===== src/rtl/cordic_arb_pkg.sv =====
// ============================================================================
// Module      : cordic_arb_pkg
// Description : Shared types and constants for the cosine-unit arbiter.
// Revision    : 1.0 - initial release
// ============================================================================
`default_nettype none

package cordic_arb_pkg;

    localparam int FLOAT_W         = 32;
    localparam int DEFAULT_TIMEOUT = 64;

    typedef enum logic [1:0] {
        IDLE  = 2'd0,
        START = 2'd1,
        BUSY  = 2'd2,
        RESP  = 2'd3
    } state_t;

endpackage

`default_nettype wire


===== src/rtl/rr_pick.sv =====
// ============================================================================
// Module      : rr_pick
// Description : Combinational round-robin picker, search starts at last+1.
// Revision    : 1.0 - initial release
// ============================================================================
`default_nettype none

module rr_pick #(
    parameter int NREQ = 4,
    parameter int IDW  = $clog2(NREQ)
) (
    input  logic [NREQ-1:0] req,
    input  logic [IDW-1:0]  last,
    output logic [NREQ-1:0] grant_onehot,
    output logic [IDW-1:0]  grant_idx,
    output logic            any
);

    logic [NREQ-1:0]   w_mask;
    logic [2*NREQ-1:0] w_dbl;
    logic              w_found;

    // Lower half holds only requesters above last; upper half wraps around.
    always_comb begin
        w_mask = '0;
        for (int i = 0; i < NREQ; i++) begin
            w_mask[i] = (i > int'(last));
        end
        w_dbl        = {req, req & w_mask};
        w_found      = 1'b0;
        grant_idx    = '0;
        grant_onehot = '0;
        for (int i = 0; i < 2*NREQ; i++) begin
            if (!w_found && w_dbl[i]) begin
                w_found   = 1'b1;
                grant_idx = (i < NREQ) ? IDW'(i) : IDW'(i - NREQ);
            end
        end
        if (w_found) begin
            grant_onehot[grant_idx] = 1'b1;
        end
    end

    assign any = |req;

endmodule

`default_nettype wire


===== src/rtl/cordic_arbiter.sv =====
// ============================================================================
// Module      : cordic_arbiter
// Description : Round-robin sharing of one cosine unit with a watchdog abort.
// Revision    : 1.0 - initial release
// ============================================================================
`default_nettype none

module cordic_arbiter
    import cordic_arb_pkg::*;
#(
    parameter int NREQ    = 4,
    parameter int IDW     = $clog2(NREQ),
    parameter int TIMEOUT = DEFAULT_TIMEOUT
) (
    input  logic                    clk,
    input  logic                    reset,
    input  logic                    clk_en,
    input  logic [NREQ-1:0]         req_valid,
    input  logic [NREQ*FLOAT_W-1:0] req_theta,
    output logic [NREQ-1:0]         req_ready,
    output logic                    rsp_valid,
    input  logic                    rsp_ready,
    output logic [IDW-1:0]          rsp_id,
    output logic [FLOAT_W-1:0]      rsp_data,
    output logic                    rsp_err,
    output logic                    core_start,
    output logic [FLOAT_W-1:0]      core_theta,
    input  logic                    core_done,
    input  logic [FLOAT_W-1:0]      core_result
);

    localparam int             CW          = $clog2(TIMEOUT);
    localparam logic [IDW-1:0] c_last_init = IDW'(NREQ - 1);
    localparam logic [CW-1:0]  c_cnt_max   = CW'(TIMEOUT - 1);

    state_t               r_state;
    logic [IDW-1:0]       r_last_grant;
    logic [IDW-1:0]       r_cur_id;
    logic [CW-1:0]        r_count;
    logic [FLOAT_W-1:0]   r_core_theta;
    logic                 r_rsp_valid;
    logic [IDW-1:0]       r_rsp_id;
    logic [FLOAT_W-1:0]   r_rsp_data;
    logic                 r_rsp_err;

    logic [NREQ-1:0]      w_grant_onehot;
    logic [IDW-1:0]       w_grant_idx;
    logic                 w_any;

    rr_pick #(
        .NREQ (NREQ),
        .IDW  (IDW)
    ) u_pick (
        .req          (req_valid),
        .last         (r_last_grant),
        .grant_onehot (w_grant_onehot),
        .grant_idx    (w_grant_idx),
        .any          (w_any)
    );

    // Accept and start are qualified by clk_en so neither fires on a frozen cycle.
    assign req_ready  = (r_state == IDLE && clk_en) ? w_grant_onehot : '0;
    assign core_start = (r_state == START) && clk_en;
    assign core_theta = r_core_theta;
    assign rsp_valid  = r_rsp_valid;
    assign rsp_id     = r_rsp_id;
    assign rsp_data   = r_rsp_data;
    assign rsp_err    = r_rsp_err;

    always_ff @(posedge clk) begin
        if (reset) begin
            r_state      <= IDLE;
            r_last_grant <= c_last_init;
            r_cur_id     <= '0;
            r_count      <= '0;
            r_core_theta <= '0;
            r_rsp_valid  <= 1'b0;
            r_rsp_id     <= '0;
            r_rsp_data   <= '0;
            r_rsp_err    <= 1'b0;
        end else if (clk_en) begin
            case (r_state)
                IDLE: begin
                    if (w_any) begin
                        r_core_theta <= req_theta[FLOAT_W*int'(w_grant_idx) +: FLOAT_W];
                        r_cur_id     <= w_grant_idx;
                        r_state      <= START;
                    end
                end
                START: begin
                    r_count <= '0;
                    r_state <= BUSY;
                end
                BUSY: begin
                    // A done arriving on the timeout cycle still counts as success.
                    if (core_done) begin
                        r_rsp_data  <= core_result;
                        r_rsp_err   <= 1'b0;
                        r_rsp_valid <= 1'b1;
                        r_rsp_id    <= r_cur_id;
                        r_state     <= RESP;
                    end else if (r_count == c_cnt_max) begin
                        r_rsp_data  <= '0;
                        r_rsp_err   <= 1'b1;
                        r_rsp_valid <= 1'b1;
                        r_rsp_id    <= r_cur_id;
                        r_state     <= RESP;
                    end else begin
                        r_count <= r_count + CW'(1);
                    end
                end
                RESP: begin
                    if (rsp_ready) begin
                        r_rsp_valid  <= 1'b0;
                        r_last_grant <= r_cur_id;
                        r_state      <= IDLE;
                    end
                end
                default: r_state <= IDLE;
            endcase
        end
    end

endmodule

`default_nettype wire


===== config.mk =====
export PLATFORM = sky130hd
export DESIGN_NAME = cordic_arbiter
export DESIGN_NICKNAME = d
export VERILOG_FILES = /design/src/rtl/cordic_arb_pkg.sv /design/src/rtl/rr_pick.sv /design/src/rtl/cordic_arbiter.sv
export SDC_FILE = /design/constraint.sdc
export NUM_CORES = 1
export LEC_CHECK = 0
export BUFFER_PORTS_ARGS = -buffer_cell sky130_fd_sc_hd__buf_2
export CAP_MARGIN = 10
export CORE_MARGIN = 3
export CORE_UTILIZATION = 43
export CTS_BUF_LIST = sky130_fd_sc_hd__clkbuf_16
export DETAILED_ROUTE_END_ITERATION = 16
export PLACE_DENSITY = 0.81
export REMOVE_ABC_BUFFERS = 1
export SLEW_MARGIN = 20
export SYNTH_ARGS = -nofsm -noshare
export SYNTH_HDL_FRONTEND = slang
export SYNTH_SLANG_ARGS = --single-unit

===== constraint.sdc =====
create_clock -name clk -period 2.15 [get_ports clk]
set_input_delay 0.43 -clock clk [delete_from_list [all_inputs] [get_ports clk]]
set_output_delay 0.43 -clock clk [all_outputs]
set_load 0.03 [all_outputs]

**After elaboration in Yosys (flattened, before gate mapping)**

Index checks and enable logic that the tools add are counted.

- Register bits after elaboration: 80
- Logic and storage cells: 90

- Bitwise operators: 1
- $lt $le $gt $ge: 5
- Equal/unequal tests: 9
- Multiplexer cells: 36
- Shift-type cells: 1
- Reduce and logical (&&, ||, !) cells: 28
- Add/sub/neg operators: 1

Operator list:

| operator | count |
|---|---|
| $shiftx 128x8->32 | 1 |
| $mux 32 | 2 |
| $mux 2 | 12 |
| $mux 1 | 14 |
| $mux 6 | 2 |
| $pmux 6 s2 | 1 |
| $reduce_and 4->1 | 3 |
| $logic_and 1x1->1 | 10 |
| $reduce_and 3->1 | 3 |
| $mux 4 | 2 |
| $pmux 2 s4 | 1 |
| $logic_not 1->1 | 7 |
| $add 6x1->6 const B | 1 |
| $eq 6x6->1 const B | 1 |
| $ne 2x2->1 const B | 3 |
| $reduce_bool 2->1 | 3 |
| $and 4x4->4 | 1 |
| $eq 2x2->1 const B | 2 |
| $gt 2x2->1 const A | 2 |
| $reduce_or 4->1 | 1 |
| $lt 2x3->1 const B | 1 |
| $ne 3x3->1 const B | 1 |
| $demux 1 s2 | 1 |
| $eq 2x1->1 const B | 1 |
| other kinds (5) | 5 |

**Longest topological paths before layout**

- Depth in word-level cells: 30
- Gate-level depth with buffers: 8
- Gate-level depth less buffers: 7

**By module**

Synthesis repeated with hierarchy kept, for this count alone.

- Cells, all modules: 456
- Area, all modules: 4088.9 um^2

Modules (own cells, without submodules):

| module | area an instance (um^2) | instances | seq. area each (um^2) | cells an instance |
|---|---|---|---|---|
| cordic_arbiter | 3923.8 | 1 | 1601.5 | 428 |
| rr_pick | 165.2 | 1 | 0.0 | 28 |

**Least setup slack after synthesis**

No wires, ideal clock.

- Kind: in2out
- Start point: input port req_valid[2]
- End point: output port req_ready[1]
- Arrival time: 1.669 ns
- Stages on the path: 5
- Slack: 0.051 ns
- Cells stage by stage: or4_4 and3_1 buf_6 buf_8 and3_1

- Cells in the longest elaborated chain, start to end: 24
- Elaborated cells between the ends (all ways): 31
- Those cells by class: order compare (2); mux (16); bitwise (1); reduce/logical (12)

RTL lines:

| element | line | RTL |
|---|---|---|
| start, declared | cordic_arbiter.sv:18 | `input logic [NREQ-1:0] req_valid,` |
| $and 4x4->4 | rr_pick.sv:29 | `w_dbl = {req, req & w_mask};` |
| $logic_and 1x1->1 | rr_pick.sv:34 | `if (!w_found && w_dbl[i]) begin` |
| $mux 1 | rr_pick.sv:34 |  |
| $logic_not 1->1 | rr_pick.sv:34 |  |
| $logic_and 1x1->1 | rr_pick.sv:34 |  |
| $mux 1 | rr_pick.sv:34 |  |
| $logic_not 1->1 | rr_pick.sv:34 |  |
| $logic_and 1x1->1 | rr_pick.sv:34 |  |
| [8 not listed] | -- |  |
| $logic_and 1x1->1 | rr_pick.sv:34 |  |
| $mux 2 | rr_pick.sv:34 |  |
| $lt 2x3->1 (implied by the code) or $ge 2x1->1 (tied branches) | rr_pick.sv:40 | `grant_onehot[grant_idx] = 1'b1;` |
| $logic_and 1x1->1 (implied by the code) | rr_pick.sv:40 |  |
| $mux 1 (implied by the code) | rr_pick.sv:40 |  |
| $demux 1 s2 | -- |  |
| $mux 4 * | rr_pick.sv:39 | `if (w_found) begin` |
| $mux 4 * | cordic_arbiter.sv:62 | `assign req_ready = (r_state == IDLE && clk_en) ? w_grant_onehot : '0;` |
| end, declared | cordic_arbiter.sv:20 | `output logic [NREQ-1:0] req_ready,` |

Mark *: on every way between the ends. The rest lies on a longest branch, timed or not.

**Worst setup path in the final report**

- Start point: input port req_valid[0]
- End point: output port req_ready[1]

- Cells in the longest elaborated chain, start to end: 29
- Elaborated cells between the ends (all ways): 37
- Those cells by class: order compare (2); mux (19); bitwise (1); reduce/logical (15)

RTL lines:

| element | line |
|---|---|
| $and 4x4->4 | rr_pick.sv:29 |
| $mux 1 | rr_pick.sv:34 |
| $logic_not 1->1 | rr_pick.sv:34 |
| $logic_and 1x1->1 | rr_pick.sv:34 |
| $mux 1 | rr_pick.sv:34 |
| $logic_not 1->1 | rr_pick.sv:34 |
| $logic_and 1x1->1 | rr_pick.sv:34 |
| $mux 1 | rr_pick.sv:34 |
| [13 not listed] | -- |
| $logic_and 1x1->1 | rr_pick.sv:34 |
| $mux 2 | rr_pick.sv:34 |
| $lt 2x3->1 (implied by the code) or $ge 2x1->1 (tied branches) | rr_pick.sv:40 |
| $logic_and 1x1->1 (implied by the code) | rr_pick.sv:40 |
| $mux 1 (implied by the code) | rr_pick.sv:40 |
| $demux 1 s2 | -- |
| $mux 4 * | rr_pick.sv:39 |
| $mux 4 * | cordic_arbiter.sv:62 |

Marks and branches as above.

==> impl_metrics.py <==
metrics = {
    "die": {
        "core.rowCount": 33,
        "coreArea_um2": 8464,
        "io-pin-count": 242,
        "die_w_um": 100.5,
        "start_util_pct": 45.41,
        "dieArea_um2": 10110,
        "die_y_um": 100.5,
    },
    "synth": {
        "ys_top_cells_by_area": "dfxtp_1 42%, nor2_1 8.1%, a221oi_1 7.3%",
        "syn_avg_cell_area_um2": 8.939,
        "synth_cells": 430,
        "yosysUniqueCellTypes": 44,
        "netlist_area_um2": 3844,
        "synth_top_cell_by_area": "dfxtp_1",
        "synth-seq-cells": 80,
        "yosysWarnings": 0,
        "synth.yosys.seq_area_share_pct": 41.67,
        "synth_top_area_share_pct": 41.67,
    },
    "setup_path": {
        "slowest_stage": "or4_4",
        "cp.required_ns": 1.72,
        "cp-start-kind": "input port",
        "cp-end-kind": "primary output",
        "path_class": "in -> out",
        "cpPeakStageDelay_ns": 0.52,
        "cp_max_fo": 7,
        "crit_chain": "buf_2 -> or4_4 -> and3_4 -> and3_1 -> clkbuf_4",
        "crit_family": "simple AND/OR/NAND/NOR gates",
        "cp_num_buf_inv": 2,
        "critPathArrivalTime_ns": 1.66,
    },
    "timing": {
        "min_period_ns": 2.087,
        "layout_setup_ws_ns": 0.06321,
        "finalMaxSlewViolations": 0,
        "relSlewSlack_pct": 56.75,
        "worst-slew-pin-transition_ns": 0.6481,
        "setup_viol": 0,
        "rsz0062_at_grt": "false",
        "holdWs_ns": 0.3418,
        "clock_skew_ns": 0.009823,
        "fmax_mhz": 479.2,
        "min_period_over_period_pct": 97.06,
        "finalHoldViolCount": 0,
        "fin_tns_setup_ns": 0,
    },
    "place": {
        "dp_cells": 755,
        "port_buffers": 241,
        "routabilityCongestion": 0.8706,
        "place_ws_ns": -0.06879,
        "dp_hpwl_mm": 10.60,
    },
    "pwr": {
        "ir_drop_uv": 423.5,
        "p_per_area_nw_per_um2": 735.8,
        "p_int_uw": 2817,
        "leakage_uw": 0.002529,
        "p_comb_share_pct": 22.8,
        "switching_power_uw": 1203,
        "seq_power_share_pct": 40.4,
        "p_sw_share_pct": 29.93,
        "p_clk_share_pct": 36.8,
    },
    "route": {
        "wl_mm": 13.78,
        "num_vias": 4478,
        "post_drt_wl_per_cell_um": 17.87,
        "final_antenna_net_count": 0,
        "drt_pass1_iterations": 5,
        "drt-vias-per-instance": 5.808,
        "drt_iter0_drc": 175,
        "drcViolationCount": 0,
    },
    "clock_tree": {
        "clockBufferDepth": 2,
        "clock-root-buffer": "clkbuf_16",
        "cts_setup_buffers": 0,
        "clk_latency_ns": 0.33,
        "clk_pin_slew_ns": 0.06,
        "cts_tree": "built",
        "h-tree-depth": 3,
        "numCtsBuffers": 9,
        "cts_sinks": 80,
    },
    "global_route": {
        "antenna_found_initial": 1,
        "grt_pass1_vias": 4434,
        "grt.total_usage_pct": 26.07,
        "grt_pass1_wl_mm": 21.08,
        "grt_start_max_net_pins": 43,
        "grt_overflow": 0,
    },
    "layout": {
        "syn_to_final_growth_pct": 42.12,
        "fillCellCount": 735,
        "fin_nets": 836,
        "fin_cells": 771,
        "fin_util_pct": 64.54,
        "multi_input_area_um2": 2001,
        "ff_latch_area_um2": 1603,
        "drive_gt1_share_pct": 43.76,
    },
    "run_status": {
        "outcome": "finished, final reports clean",
    },
    "job": {
        "cap_violations": 0,
    },
    "worst_hold_path": {
        "hold_class": "in -> reg",
    },
}
[cell usage after synthesis, drive strengths merged]
library cell	number
and2b	1
o21bai	2
nand2	8
o32ai	1
o2bb2ai	1
buf	19
xnor2	3
a2bb2oi	2
a21oi	14
nand3	3
o2111ai	1
o21ai	7
a32oi	32
o21a	1
nand4	4
a211oi	33
a22oi	32
nor3	4
nor2b	2
o22ai	2
and3	4
nor2	83
o211a	1
o211ai	1
a2111oi	1
a221oi	32
nor3b	1
a31oi	1
or4	1
dfxtp	80
nand2b	6
ha	6
clkbuf	26
nor4	1
a21o	1
and2	2
mux2i	4
inv	7
[flip-flops by register name (all words and copies together) (netlist names)]
name	flops
core_theta	32
r_count	6
r_cur_id	2
r_last_grant	2
r_state	2
rsp_data	32
rsp_err	1
rsp_id	2
rsp_valid	1
[worst reg2reg max path: stages, from the launching register on]
cell and delay (ns):
dfxtp_2 0.35, inv_1 0.13, o21ai_0 0.17, nor2_2 0.56, buf_4 0.26, a221oi_1 0.08, a211oi_1 0.27
[per-stage QoR]
step / power (uW) / instance area, um^2
2_1_floorplan: 2130 / 3607
3_3_place_gp: 2541 / 5164
3_5_place_dp: 2564 / 5164
4_1_cts: 4041 / 5449
5_1_grt: 4193 / 5460
6_report: 4019 / 5463
[layout make-up]
cell class	instances	area share [%]
well taps	105	2.405
inverters	7	0.4810
clock inverters	6	1.099
diodes	1	0.04581
clock buffers	9	4.123
repair buffers	265	25.88
multi-input cells	298	36.62
flip-flops and latches	80	29.34
[cells by family (layout without fill, tap and decap cells)]
family / Yosys count / after routing / share of synthesized area (%)
xor+xnor: 3 / 3 / 0.6837
flops: 80 / 80 / 41.67
fa+ha+maj: 6 / 6 / 1.953
compound gates: 165 / 165 / 34.12
simple gates: 120 / 120 / 13.70
mux: 4 / 4 / 1.042
buf+inv: 52 / 287 / 6.836
other cells: 0 / 1 / 0
[power groups by stage]
stage	clock network, uW	registers (uW)	logic, uW
6_report	1480	1630	917
5_1_grt	1560	1630	994
4_1_cts	1500	1620	913
3_5_place_dp	0	1650	911
3_3_place_gp	0	1650	888
2_1_floorplan	0	1820	314
[per-layer routing]
metal | up-vias | track usage, % | wire [um]
met5 | - | 0 | 14
met4 | 2 | 14.20 | 586
met3 | 40 | 6.367 | 1217
met2 | 253 | 43.88 | 6778
met1 | 2067 | 30.38 | 5179
li1 | 2116 | - | -
[timing repair]
item,in CTS,in global routing
hold buffers,0,0
gates resized for setup,0,5
setup endpoints to repair,0,2
[final timing paths]
| path | start | end | slack [ns] | cells past startpoint |
|---|---|---|---|---|
| setup reg to reg | r_last_grant[1] | core_theta[17] | 0.24 | 6 |
| setup / recovery | req_valid[0] | req_ready[1] | 0.06 | 5 |
| hold reg to reg | rsp_id[0] | rsp_id[0] | 0.46 | 2 |
| hold / removal | core_result[14] | rsp_data[14] | 0.34 | 3 |
[cell usage in the layout (no fill, tap or decap), drive strengths merged, types with 4 or more instances in the layout]
cell type  synthesis  final
dfxtp             80     80
a32oi             32     32
a221oi            32     32
nor3               4      4
clkinv             0      4
nand4              4      4
nand2              8      8
nand2b             6      6
mux2i              4      4
buf               19    264
clkbuf            26     10
ha                 6      6
a211oi            33     33
and3               4      4
a22oi             32     32
a21oi             14     14
nor2              83     83
o21ai              7      7
inv                7      8
No activity file was read; power rests on OpenSTA's default activity.
